$ cat src/rtl/seg_scan_decoder_if.sv
// ---------------------------------------------------------------------------
// seg_scan_decoder_if
// Multiplexed seven-segment display bus (active-low segments and anodes).
//   seg[7:0] : segment lines, seg[0]=a .. seg[6]=g, seg[7]=dp
//   an[3:0]  : anode enables, an[3]=minutes tens .. an[0]=seconds units
// Modports:
//   master : the display driver (drives seg/an)
//   slave  : a passive observer such as seg_scan_decoder
// ---------------------------------------------------------------------------
interface seg_scan_decoder_if;
   logic [7:0] seg;
   logic [3:0] an;

   modport master (output seg, output an);
   modport slave  (input  seg, input  an);
endinterface

$ cat src/rtl/seg_scan_decoder.sv
// ---------------------------------------------------------------------------
// seg_scan_decoder
// Passive monitor for a 4-digit multiplexed seven-segment bus. It waits for
// each scan step to settle, decodes the lit digit into its slot, and when all
// four slots have been refreshed publishes an MM:SS frame together with its
// value in elapsed seconds.
// Ports:
//   clk           : system clock, rising edge
//   rst_n         : synchronous active-low reset
//   bus           : display bus observed through the slave modport
//   digits        : last complete frame, digits[15:12]=an[3] slot .. [3:0]=an[0]
//   frame_valid   : one-clock pulse when digits updates
//   frame_changed : pulse with frame_valid when the frame differs from the last
//   frame_err     : last frame held an undecodable pattern (code 4'hE)
//   total_sec     : MM*60+SS of the last numeric, in-range frame
//   total_valid   : last frame was numeric and in range
//   stale         : no digit captured for TIMEOUT_CYCLES clocks
// ---------------------------------------------------------------------------
module seg_scan_decoder #(
   parameter int STABLE_CYCLES  = 4,
   parameter int TIMEOUT_CYCLES = 1000000
) (
   input  logic                     clk,
   input  logic                     rst_n,
   seg_scan_decoder_if.slave        bus,
   output logic [15:0]              digits,
   output logic                     frame_valid,
   output logic                     frame_changed,
   output logic                     frame_err,
   output logic [11:0]              total_sec,
   output logic                     total_valid,
   output logic                     stale
);

   localparam int SW = $clog2(STABLE_CYCLES) + 1;
   localparam int TW = $clog2(TIMEOUT_CYCLES + 1);
   localparam logic [SW-1:0] STB_LAST = SW'(STABLE_CYCLES - 1);
   localparam logic [TW-1:0] TMO_LAST = TW'(TIMEOUT_CYCLES);

   // -----------------------------------------------------------------------
   // Helpers
   // -----------------------------------------------------------------------
   function automatic logic [3:0] decode_seg(input logic [6:0] pat);
      logic [3:0] code;
      case (pat)
         7'h40:   code = 4'h0;
         7'h79:   code = 4'h1;
         7'h24:   code = 4'h2;
         7'h30:   code = 4'h3;
         7'h19:   code = 4'h4;
         7'h12:   code = 4'h5;
         7'h02:   code = 4'h6;
         7'h78:   code = 4'h7;
         7'h00:   code = 4'h8;
         7'h10:   code = 4'h9;
         7'h7F:   code = 4'hF;
         default: code = 4'hE;
      endcase
      return code;
   endfunction

   function automatic logic is_single_low(input logic [3:0] a);
      logic hit;
      case (a)
         4'b1110, 4'b1101, 4'b1011, 4'b0111: hit = 1'b1;
         default:                            hit = 1'b0;
      endcase
      return hit;
   endfunction

   function automatic logic [1:0] slot_of(input logic [3:0] a);
      logic [1:0] idx;
      case (a)
         4'b1110: idx = 2'd0;
         4'b1101: idx = 2'd1;
         4'b1011: idx = 2'd2;
         4'b0111: idx = 2'd3;
         default: idx = 2'd0;
      endcase
      return idx;
   endfunction

   // d*10 as d*8 + d*2; only ever applied to codes 0..9.
   function automatic logic [6:0] times10(input logic [3:0] d);
      return {d, 3'b000} + {2'b00, d, 1'b0};
   endfunction

   // (tens*10+units) for minutes, then *60 as *64 - *4, plus seconds.
   function automatic logic [11:0] to_seconds(input logic [15:0] f);
      logic [6:0]  mm;
      logic [6:0]  ss;
      logic [12:0] sum;
      mm  = times10(f[15:12]) + {3'b000, f[11:8]};
      ss  = times10(f[7:4])   + {3'b000, f[3:0]};
      sum = {mm, 6'b000000} - {4'b0000, mm, 2'b00} + {6'b000000, ss};
      return sum[11:0];
   endfunction

   function automatic logic in_range(input logic [15:0] f);
      return (f[15:12] <= 4'd5) && (f[11:8] <= 4'd9) &&
             (f[7:4]   <= 4'd5) && (f[3:0]  <= 4'd9);
   endfunction

   function automatic logic has_invalid(input logic [15:0] f);
      return (f[15:12] == 4'hE) || (f[11:8] == 4'hE) ||
             (f[7:4]   == 4'hE) || (f[3:0]  == 4'hE);
   endfunction

   // -----------------------------------------------------------------------
   // State
   // -----------------------------------------------------------------------
   logic [10:0]   prev_r;
   logic [SW-1:0] stab_cnt_r;
   logic          dwell_cap_r;
   logic [3:0]    seen_r;
   logic [15:0]   slots_r;
   logic          done_r;
   logic [TW-1:0] tmo_cnt_r;
   logic [15:0]   digits_r;
   logic          frame_valid_r;
   logic          frame_changed_r;
   logic          frame_err_r;
   logic [11:0]   total_sec_r;
   logic          total_valid_r;
   logic          stale_r;

   logic [10:0]   sample_s;
   logic          same_s;
   logic [SW-1:0] stab_nxt_s;
   logic          dwell_nxt_s;
   logic          cap_s;
   logic [1:0]    slot_s;
   logic [3:0]    slot_mask_s;
   logic          frame_done_s;
   logic [TW-1:0] tmo_nxt_s;
   logic          tmo_hit_s;

   // Stability tracking, capture qualification and timeout next-state.
   always_comb begin
      sample_s = {bus.an, bus.seg[6:0]};
      same_s   = (sample_s == prev_r);

      if (!same_s) begin
         stab_nxt_s = '0;
      end else if (stab_cnt_r == STB_LAST) begin
         stab_nxt_s = stab_cnt_r;
      end else begin
         stab_nxt_s = stab_cnt_r + SW'(1);
      end

      slot_s      = slot_of(bus.an);
      // With exactly one anode low, its inversion is the one-hot slot mask.
      slot_mask_s = ~bus.an;
      cap_s       = is_single_low(bus.an) && !dwell_cap_r && (stab_nxt_s == STB_LAST);

      if (!same_s) begin
         dwell_nxt_s = 1'b0;
      end else if (cap_s) begin
         dwell_nxt_s = 1'b1;
      end else begin
         dwell_nxt_s = dwell_cap_r;
      end

      frame_done_s = cap_s && ((seen_r | slot_mask_s) == 4'hF);

      if (cap_s) begin
         tmo_nxt_s = '0;
      end else if (tmo_cnt_r == TMO_LAST) begin
         tmo_nxt_s = tmo_cnt_r;
      end else begin
         tmo_nxt_s = tmo_cnt_r + TW'(1);
      end
      tmo_hit_s = (tmo_nxt_s == TMO_LAST);
   end

   // Capture pipeline, frame assembly and registered outputs.
   always_ff @(posedge clk) begin
      if (!rst_n) begin
         prev_r          <= 11'h000;
         stab_cnt_r      <= '0;
         dwell_cap_r     <= 1'b0;
         seen_r          <= 4'h0;
         slots_r         <= 16'hFFFF;
         done_r          <= 1'b0;
         tmo_cnt_r       <= '0;
         digits_r        <= 16'hFFFF;
         frame_valid_r   <= 1'b0;
         frame_changed_r <= 1'b0;
         frame_err_r     <= 1'b0;
         total_sec_r     <= 12'd0;
         total_valid_r   <= 1'b0;
         stale_r         <= 1'b0;
      end else begin
         prev_r          <= sample_s;
         stab_cnt_r      <= stab_nxt_s;
         dwell_cap_r     <= dwell_nxt_s;
         tmo_cnt_r       <= tmo_nxt_s;
         done_r          <= frame_done_s;
         frame_valid_r   <= 1'b0;
         frame_changed_r <= 1'b0;

         if (cap_s) begin
            slots_r[{slot_s, 2'b00} +: 4] <= decode_seg(bus.seg[6:0]);
         end

         // Seen is cleared as soon as the last slot lands; the next capture
         // cannot occur before the frame is published one clock later.
         if (frame_done_s) begin
            seen_r <= 4'h0;
         end else if (cap_s) begin
            seen_r <= seen_r | slot_mask_s;
         end else if (tmo_hit_s) begin
            seen_r <= 4'h0;
         end

         if (tmo_hit_s) begin
            stale_r <= 1'b1;
         end

         // Publish the frame assembled on the previous clock.
         if (done_r) begin
            digits_r        <= slots_r;
            frame_valid_r   <= 1'b1;
            frame_changed_r <= (slots_r != digits_r);
            frame_err_r     <= has_invalid(slots_r);
            stale_r         <= 1'b0;
            if (in_range(slots_r)) begin
               total_sec_r   <= to_seconds(slots_r);
               total_valid_r <= 1'b1;
            end else begin
               total_valid_r <= 1'b0;
            end
         end
      end
   end

   assign digits        = digits_r;
   assign frame_valid   = frame_valid_r;
   assign frame_changed = frame_changed_r;
   assign frame_err     = frame_err_r;
   assign total_sec     = total_sec_r;
   assign total_valid   = total_valid_r;
   assign stale         = stale_r;

endmodule

$ cat src/flat_wrapper.sv
// flat-port wrapper written by rule: the top's interface ports become plain ports
module seg_scan_decoder_flat 
#(
   parameter int STABLE_CYCLES  = 4,
   parameter int TIMEOUT_CYCLES = 1000000
)
  (clk, rst_n, digits, frame_valid, frame_changed, frame_err, total_sec, total_valid, stale, bus_seg, bus_an);
  seg_scan_decoder_if bus_i ();
  input  logic clk;
  input  logic rst_n;
  output logic [15:0] digits;
  output logic frame_valid;
  output logic frame_changed;
  output logic frame_err;
  output logic [11:0] total_sec;
  output logic total_valid;
  output logic stale;
  input wire logic [$bits(bus_i.seg)-1:0] bus_seg;
  input wire logic [$bits(bus_i.an)-1:0] bus_an;
  assign bus_i.seg = bus_seg;
  assign bus_i.an = bus_an;
  seg_scan_decoder #(.STABLE_CYCLES(STABLE_CYCLES), .TIMEOUT_CYCLES(TIMEOUT_CYCLES)) u_core (.clk(clk), .rst_n(rst_n), .bus(bus_i), .digits(digits), .frame_valid(frame_valid), .frame_changed(frame_changed), .frame_err(frame_err), .total_sec(total_sec), .total_valid(total_valid), .stale(stale));
endmodule
$ cat config.mk
export PLATFORM = sky130hd
export DESIGN_NAME = seg_scan_decoder_flat
export DESIGN_NICKNAME = d
export VERILOG_FILES = /design/src/rtl/seg_scan_decoder_if.sv /design/src/rtl/seg_scan_decoder.sv /design/src/flat_wrapper.sv
export SDC_FILE = /design/constraint.sdc
export NUM_CORES = 1
export LEC_CHECK = 0
export ABC_CLOCK_PERIOD_IN_PS = 8100
export BUFFER_PORTS_ARGS = -buffer_cell sky130_fd_sc_hd__buf_2
export CORE_MARGIN = 2
export CORE_UTILIZATION = 50
export DETAILED_ROUTE_END_ITERATION = 8
export PLACE_DENSITY = 0.69
export SLEW_MARGIN = 15
export SYNTH_ARGS = -nofsm -noshare
export SYNTH_HDL_FRONTEND = slang
export SYNTH_SLANG_ARGS = --single-unit
$ cat constraint.sdc
create_clock -name clk -period 8.1 [get_ports clk]
set_clock_uncertainty 0.2 [all_clocks]
set_input_delay 0.405 -clock clk [delete_from_list [all_inputs] [get_ports clk]]
set_output_delay 0.405 -clock clk [all_outputs]
set_load 0.005 [all_outputs]
### Yosys cells after proc, flatten, opt, wreduce, memory -nomap -nowiden

Cells that the tools add are included.

* flip-flop bits (word level): 89
* bits of input ports: 14
* output and inout port bits: 33
* logic and storage cells: 89

* add/subtract/negate cells: 9
* $lt $le $gt $ge: 4
* equal/unequal tests: 25
* shift-type cells: 2
* multiplexer cells: 14
* bitwise gates (word level): 3
* reduce and logical (&&, ||, !) cells: 18

Operators by type and width (number)
* $pmux W4 S11: 1
* $eq A20 B20 Y1 const B: 2
* $mux W20: 2
* $eq A4 B4 Y1 const B: 8
* $eq A7 B7 Y1 const B: 4
* $eq A7 B5 Y1 const B: 3
* $add A20 B1 Y20 const B: 1
* $bwmux W16: 1
* $mux W4: 4
* $ne A16 B16 Y1: 1
* $shift A4 B6 Y16 const A: 1
* $shiftx A4 B6 Y16: 1
* $add A7 B4 Y7: 2
* $add A7 B5 Y7: 2
* $eq A7 B6 Y1 const B: 2
* $add A12 B7 Y12: 1
* $sub A12 B9 Y12: 1
* $eq A11 B11 Y1: 1
* $le A4 B3 Y1 const B: 2
* $le A4 B4 Y1 const B: 2
* $eq A7 B2 Y1 const B: 1
* $logic_not A7 Y1: 1
* $eq A3 B2 Y1 const B: 2
* $logic_and A1 B1 Y1: 6
* 15 further kinds: 23

### Longest topological paths before layout

Gate-level depths: netlist of run 1.

* depth after elaboration: 9
* depth in mapped cells: 17
* mapped depth without buffers: 17

### Least setup slack after synthesis of run 1

OpenSTA, ideal clock, no wires.

* path type: register -> register
* start: register u_core.slots_r[11]
* end: register u_core.total_sec_r[11], in the netlist u_core.total_sec[11]
* library setup time: 0.134 ns
* arrival time: 3.448 ns
* data required time: 7.766 ns
* path slack: 4.318 ns
* stages on the path, launching flop included: 14
* buffers on the path: 0
* clock period less this slack: 3.782 ns
* cell sequence: dfxtp_1 inv_1 fa_1 fa_1 xor2_1 inv_1 fa_1 inv_1 ha_1 or3_1 nor3_1 o31ai_1 xnor2_1 o22ai_1

* cells in the longest elaborated chain, start to end: 5
* elaborated cells on any way between the ends: 8
* those cells by class: add/sub: 3; order compare: 1; reduce/logical: 4

Ends and longest elaborated chain
* start, declared: line seg_scan_decoder.sv:116 `logic [15:0] slots_r;`
* start signal, assigned by index: line seg_scan_decoder.sv:203 `slots_r[{slot_s, 2'b00} +: 4] <= decode_seg(bus.seg[6:0]);`
* parallel branches: the longest is 5 deep, another holds $sub A12 B9 Y12
* end signal, assigned: line seg_scan_decoder.sv:228 `total_sec_r <= to_seconds(slots_r);`
* end, declared: line seg_scan_decoder.sv:123 `logic [11:0] total_sec_r;`

Several ways; the timed one is not identified.
A chain may end at the register's enable or synchronous reset.

### Worst setup path after layout of run 1

Same ends and word-level chain as after synthesis.

==> flow_summary.toml, run 1 <==
[power]
p_leak_nw = 2.30
p_int_w = 0.000599
power_density_nw_per_um2 = 140
clock_power_share = 0.389
swShare = 0.248
power_switching_w = 0.000198
p_comb_frac = 0.052
seq_power_share = 0.559
ir_drop_uv = 91.9

[clock_network]
numCtsBuffers = 9
insertion_delay_ps = 370
clockBufferDepth = 2
cts_tree = "yes"
h-tree-depth = 3
root_buffer = "clkbuf_8"
ctsHoldBuffers = 0
postCtsResizedCells = 0
clkTransAtPathRegs_ps = 90
postCtsSetupRepairBufs = 0
clock-sinks = 89

[logic_synthesis]
ys_types = 64
synth.top_cell.area_share = 0.339
synth_area_per_cell_sq_um = 8.78
yosysWarningCount = 0
synthesis.nets = 653
ys.flop_type = "dfxtp_1"
synthTopCellsByArea = "dfxtp_1 34%, ha_1 8.6%, xnor2_1 8.0%"
synth-async-reset-ratio = 0
netlist_area_sq_um = 5250
yosysTopAreaCell = "dfxtp_1"
synth-edff-count = 0
yosysSeqAreaShare = 0.339
synth-seq-cells = 89
syn_inst = 598

[die]
fp.dieArea_sq_um = 11300
die_x_microns = 106
rows = 37
io_pins = 47
start_util = 0.511
core_sq_um = 10300
chipHeight_microns = 106

[setup_path]
cp-end-kind = "register"
arrival_ps = 4200
worst-path-max-fanout = 6
worst-setup-path-type = "register to register"
required_ps = 8150
cp-start-kind = "register"

[layout]
diodes = 0
nets = 683
area_delta_synth_final_pct = 8.79
drive_gt1_frac = 0.117
nFillCells = 965
utilization = 0.556

[placement]
hpwl_mm = 8.17
io_buffers = 45
gp_congestion = 0.845

[global_route]
grt_pass1_vias = 4078
grt.busiest_layer = "met2"
grt_start_max_net_pins = 48
grt_first_pass_wirelength_mm = 18.7
met1_usage = 0.271
grt_usage = 0.204
grt_overflow_total = 0
grt_use_met2 = 0.343
gr-usage-met3 = 0.0331
antenna_found_initial = 0

[detailed_routing]
drc_errors = 0
via_per_inst = 5.60
drt_iter0_markers = 141
dr_total_vias = 4303
wire_per_inst_microns = 14.6
dr.pass1.iters = 5
ant_nets = 0
routed_wirelength_mm = 11.2

[sta]
final_max_slew_viol_count = 0
max_freq_ghz = 0.241
fin_crit_sh = 0.512
min_period_ps = 4150
slew-limit-headroom = 0.296
rsz0062_at_grt = "no"
hold_viol = 0
setup_violations = 0
worst_pin_slew_ps = 1060
tns_ps = 0

[flow_run]
max_cap_violations = 0

[hold_path]
hold_path.class = "input port to register"

[status]
status = "finished, final reports clean"
==> placed cells by master, fill, tap and decap left out, types with 6 or more instances in the layout <==
cell type / n
nor2_1: 55
nor2b_1: 7
o311ai_0: 7
and2_1: 6
o21ai_0: 11
buf_2: 45
a21o_1: 6
xor2_1: 16
a21oi_1: 23
clkbuf_8: 9
nand4_1: 23
xnor2_1: 48
or3_1: 6
ha_1: 36
dfxtp_1: 89
inv_1: 44
nor4_1: 7
mux2i_1: 21
nand3_1: 22
nand2_1: 48
nor3_1: 16
==> critical path, stage by stage (launching register included) <==
cell     delay [ps]
dfxtp_1         480
inv_1           100
fa_1            540
fa_1            470
xor2_1          300
inv_1           120
fa_1            530
inv_1            50
ha_1            220
or3_1           370
nor3_1          240
o31ai_1         140
xnor2_1         170
o22ai_1         100
==> synth_stat cells (5+ instances only) <==
| cell type | number |
|---|---|
| buf_2 | 5 |
| fa_1 | 5 |
| xor2_1 | 16 |
| nand4_1 | 23 |
| xnor2_1 | 48 |
| nand2b_1 | 5 |
| a21o_1 | 6 |
| nor2_1 | 55 |
| and2_1 | 6 |
| nand3_1 | 22 |
| buf_4 | 5 |
| o31ai_1 | 5 |
| nand2_1 | 48 |
| nor4_1 | 7 |
| o311ai_0 | 7 |
| nor2b_1 | 7 |
| ha_1 | 36 |
| mux2i_1 | 21 |
| a21oi_1 | 23 |
| or3_1 | 6 |
| inv_1 | 44 |
| o21ai_0 | 11 |
| o21a_1 | 5 |
| clkbuf_1 | 13 |
| dfxtp_1 | 89 |
| nor3_1 | 16 |
==> registers in the layout (all words and copies together), names as in the netlist, 3 cells and up <==
register,count
u_core.digits,16
u_core.prev_r,11
u_core.seen_r,4
u_core.slots_r,16
u_core.stab_cnt_r,3
u_core.tmo_cnt_r,20
u_core.total_sec,12
==> power by group through the flow <==
stage,logic [W],clock network (W),registers [W]
final,0.0000413,0.000310,0.000446
after global routing,0.0000463,0.000333,0.000446
after CTS,0.0000415,0.000317,0.000446
after detailed placement,0.0000412,0,0.000456
after global placement,0.0000398,0,0.000456
after floorplan,0.0000326,0,0.000454
==> path summary, 6_finish.rpt <==
path	from	endpoint	slack (ps)	cells past startpoint
worst max-delay path	u_core.slots_r[11]	u_core.total_sec[11]	3950	13
worst min register to register	u_core.total_sec[11]	u_core.total_sec[11]	270	2
worst max register to register	u_core.slots_r[11]	u_core.total_sec[11]	3950	13
worst min-delay path	bus_seg[3]	u_core.prev_r[3]	140	2
==> layer usage <==
metal	vias up	wire, microns
met3	16	401
met2	67	5310
met5	-	0
met4	0	155
met1	2058	5360
li1	2162	-
==> cells by family after synthesis <==
family / after synthesis / synth area share
flops: 89 / 0.339
compound gates: 91 / 0.134
buf+inv: 71 / 0.0584
xor+xnor: 64 / 0.107
mux: 21 / 0.0400
simple gates: 221 / 0.217
fa+ha+maj: 41 / 0.105
==> stage by stage <==
| stage | power, W | instances | instance area [sq um] | worst slack [ps] | hold slack (ps) |
|---|---|---|---|---|---|
| after floorplan | 0.000487 | 598 | 5250 | 4320 | 251 |
| after global placement | 0.000496 | 753 | 5520 | 4010 | 258 |
| after detailed placement | 0.000497 | 753 | 5520 | 3920 | 258 |
| after CTS | 0.000804 | 769 | 5710 | 3910 | 129 |
| after global routing | 0.000826 | 769 | 5710 | 3680 | 149 |
| final | 0.000797 | 769 | 5710 | 3950 | 137 |
==> layout make-up <==
cell class	instances	area [sq um]	area share
repair buffers	46	233	0.0407
inverters	44	165	0.0289
multi-input cells	438	3170	0.555
clock inverters	7	70.1	0.0123
well taps	136	170	0.0298
flip-flops and latches	89	1780	0.312
clock buffers	9	124	0.0217
Note: power is estimated with default switching activity, not from simulation.
==> run 2, diff against run 1 <==
--- a/config.mk
+++ b/config.mk
@@ -5,12 +5,13 @@
 export SDC_FILE = /design/constraint.sdc
 export NUM_CORES = 1
 export LEC_CHECK = 0
-export ABC_CLOCK_PERIOD_IN_PS = 8100
+export ABC_AREA = 1
+export ABC_CLOCK_PERIOD_IN_PS = 3500
 export BUFFER_PORTS_ARGS = -buffer_cell sky130_fd_sc_hd__buf_2
 export CORE_MARGIN = 2
 export CORE_UTILIZATION = 50
 export DETAILED_ROUTE_END_ITERATION = 8
-export PLACE_DENSITY = 0.69
+export PLACE_DENSITY = 0.71
 export SLEW_MARGIN = 15
 export SYNTH_ARGS = -nofsm -noshare
 export SYNTH_HDL_FRONTEND = slang
==> constraint.sdc (replaced) <==
create_clock -name clk -period 3.5 [get_ports clk]
set_clock_uncertainty 0.2 [all_clocks]
set_input_delay 0.175 -clock clk [delete_from_list [all_inputs] [get_ports clk]]
set_output_delay 0.175 -clock clk [all_outputs]
set_load 0.005 [all_outputs]
==> run 2 against run 1 <==
  * The run now ends with negative setup slack left
  * Setup slack worse by 4000 ps
  * Sequential power up 130%
  * Maximum frequency up 17%
  * Critical path type unchanged
  * Highest routed layer unchanged
==> flow_summary.toml, run 2 <==
[status]
status = "complete, but fails checks"
violations = "negative setup slack"

[setup_path]
arrival_ps = 3620
worst-setup-path-type = "register to register"
cp-end-kind = "register"
cp_cell_sequence = "inv_2 -> fa_1 -> fa_2 -> o21ai_2 -> xor2_1 -> fa_1 -> inv_2 -> ha_4 -> a21oi_2 -> nand2_1 -> a21oi_2 -> o21ai_2 -> nand2_1 -> nand2_1 -> a21oi_2 -> nor2_1 -> o21ai_1 -> inv_1"
r2r_end = "u_core.total_sec[11]"
required_ps = 3570
cp-start-kind = "register"
rrSetupSlack_ps = -50
reg2reg_depth = 18
r2r_start = "u_core.slots_r[6]"
worst-path-max-fanout = 4
crit_slowest_cell = "fa_1"
crit_path_max_incr_delay_ps = 520

[sta]
rsz0062_at_grt = "yes"
slew-limit-headroom = 0.559
tns_ps = -48.3
final.setup.worst_slack_ps = -46.7
final_max_slew_viol_count = 0
setup_violations = 2
timing.hold.ws_ps = 40.0
fin_crit_sh = 1.01
min_period_ps = 3550
max_freq_ghz = 0.282
hold_viol = 0
worst_pin_slew_ps = 658

[detailed_routing]
wire_per_inst_microns = 12.7
dr_total_vias = 5059
drc_errors = 0
routed_wirelength_mm = 12.6
dr.pass1.iters = 6
ant_nets = 0
drt_iter0_markers = 369
via_per_inst = 5.09

[hold_path]
min_path_cells = 3
hold_path_end = "u_core.slots_r[0]"
hold_path.class = "input port to register"
worstHoldStart = "rst_n"

[logic_synthesis]
yosysSeqAreaShare = 0.334
synth_area_per_cell_sq_um = 7.02
yosysTopAreaCell = "dfxtp_1"
synth-async-reset-ratio = 0
syn_inst = 760
synthTopCellsByArea = "dfxtp_1 33%, nand2_1 12%, ha_1 8.4%"
synth-edff-count = 0
synth.top_cell.area_share = 0.334
synthesis.nets = 815
ys.flop_type = "dfxtp_1"
yosysWarningCount = 0
yosysMostFrequentCell = "nand2_1"
netlist_area_sq_um = 5340
ys_types = 43
synth-seq-cells = 89
ys_top_cells_by_count = "167 x nand2_1, 118 x inv_1, 89 x dfxtp_1, 89 x nor2_1, 52 x a21oi_1"

[layout]
largest-register = "u_core.tmo_cnt_r"
nets = 907
area_delta_synth_final_pct = 19.8
diodes = 0
multiInputGateArea_sq_um = 3140
final_cell_mix = "167 x nand2_1, 113 x inv_1, 89 x nor2_1, 84 x dfxtp_1, 48 x a21oi_1"
nFillCells = 913
utilization = 0.620
layout_commonest_cell = "nand2_1"
register_area_sq_um = 1790
largest_register_ffs = 20
drive_gt1_frac = 0.188

[die]
start_util = 0.517
rows = 37
core_sq_um = 10300
io_pins = 47
fp.dieArea_sq_um = 11500
die_x_microns = 107
chipHeight_microns = 107

[global_route]
antenna_found_initial = 0
grt_overflow_total = 0
grt_pass1_vias = 4903
grt_first_pass_wirelength_mm = 21.7
grt_usage = 0.233
grt_start_max_net_pins = 31

[power]
p_leak_nw = 3.18
power_switching_w = 0.000467
swShare = 0.239
seq_power_share = 0.526
clock_power_share = 0.409
p_total_w = 0.00195
p_int_w = 0.00149
power_density_nw_per_um2 = 305
p_comb_frac = 0.065
ir_drop_uv = 181

[clock_network]
clockBufferDepth = 2
insertion_delay_ps = 370
numCtsBuffers = 9
clkTransAtPathRegs_ps = 90
clock-sinks = 89
cts_tree = "yes"
h-tree-depth = 3
root_buffer = "clkbuf_8"

[flow_run]
max_cap_violations = 0

[placement]
gp_congestion = 0.893
hpwl_mm = 9.67
io_buffers = 45
[run 2: cell types whose count changed after synthesis, sizes merged, moves of 21 or more]
cell and delta:
a21oi +29, inv +79, mux2i -21, nand2 +125, nor2 +42, xnor2 -31
[run 2: layout make-up]
class,count,area share
inverter,125,0.0734
clock inverter,5,0.0123
multi-input combinational,535,0.491
sequential,89,0.280
timing repair buffer,92,0.0953
tap,136,0.0266
clock buffer,11,0.0221
[run 2: how the worst max path moves through the flow]
stage / to / depth (start not counted) / from
3_3_place_gp: u_core.total_sec[11] / 18 / u_core.slots_r[6]
2_1_floorplan: u_core.total_sec[11] / 18 / u_core.slots_r[6]
3_5_place_dp: u_core.total_sec[11] / 18 / u_core.slots_r[4]
6_report: u_core.total_sec[11] / 18 / u_core.slots_r[6]
5_1_grt: u_core.total_sec[11] / 18 / u_core.slots_r[6]
4_1_cts: u_core.total_sec[11] / 18 / u_core.slots_r[6]
[run 2: worst max-delay path: cells and delay by family, from the launching register on]
family | cells | cell delay [ps]
simple gates | 4 | 240
flops | 1 | 340
fa+ha+maj | 4 | 1560
compound gates | 6 | 730
buf+inv | 3 | 180
xor+xnor | 1 | 210
[run 2: layer usage]
| metal | global-route usage | part of all wire | wire length, microns | vias to the layer above |
|---|---|---|---|---|
| met5 | 0 | 0 | 0 | - |
| met4 | 0.0788 | 0.014 | 180 | 0 |
| met3 | 0.0484 | 0.053 | 665 | 21 |
| met2 | 0.382 | 0.46 | 5840 | 131 |
| met1 | 0.308 | 0.47 | 5890 | 2286 |
| li1 | - | - | - | 2621 |
[run 2: repair_timing]
action / CTS / global route
hold buffers: 11 / 0
gates resized for setup: 8 / 14
pin swaps: 4 / 5
hold endpoints to repair: 11 / 0
cloned: 0 / 0
setup endpoints to repair: 5 / 6
setup buffers: 7 / 2
[run 2: power groups by stage]
stage,Clock [W],Sequential [W],Combinational [W]
floorplan,0,0.00105,0.0000812
CTS,0.000807,0.00103,0.000126
global placement,0,0.00105,0.000113
finish,0.000800,0.00103,0.000126
global route,0.000860,0.00103,0.000144
detailed placement,0,0.00105,0.000116
[run 2: cells by family (layout without fill, tap and decap cells)]
family | after synthesis | in the layout | synth area share
AOI/OAI and AO/OA | 107 | 107 | 0.114
xor gates and xnor gates | 31 | 31 | 0.0509
adders and majority gates | 41 | 41 | 0.103
buffers and inverters | 136 | 233 | 0.0975
DFF | 89 | 89 | 0.334
and+or+nand+nor | 356 | 356 | 0.300
[run 2: through the flow]
step           instances  worst slack [ps]  area [sq um]
2_1_floorplan        760              27.1          5390
3_3_place_gp         957             -56.3          5930
3_5_place_dp         957             -87.9          5930
4_1_cts              991             -44.4          6350
5_1_grt              993              -224          6400
6_report             993             -46.7          6400
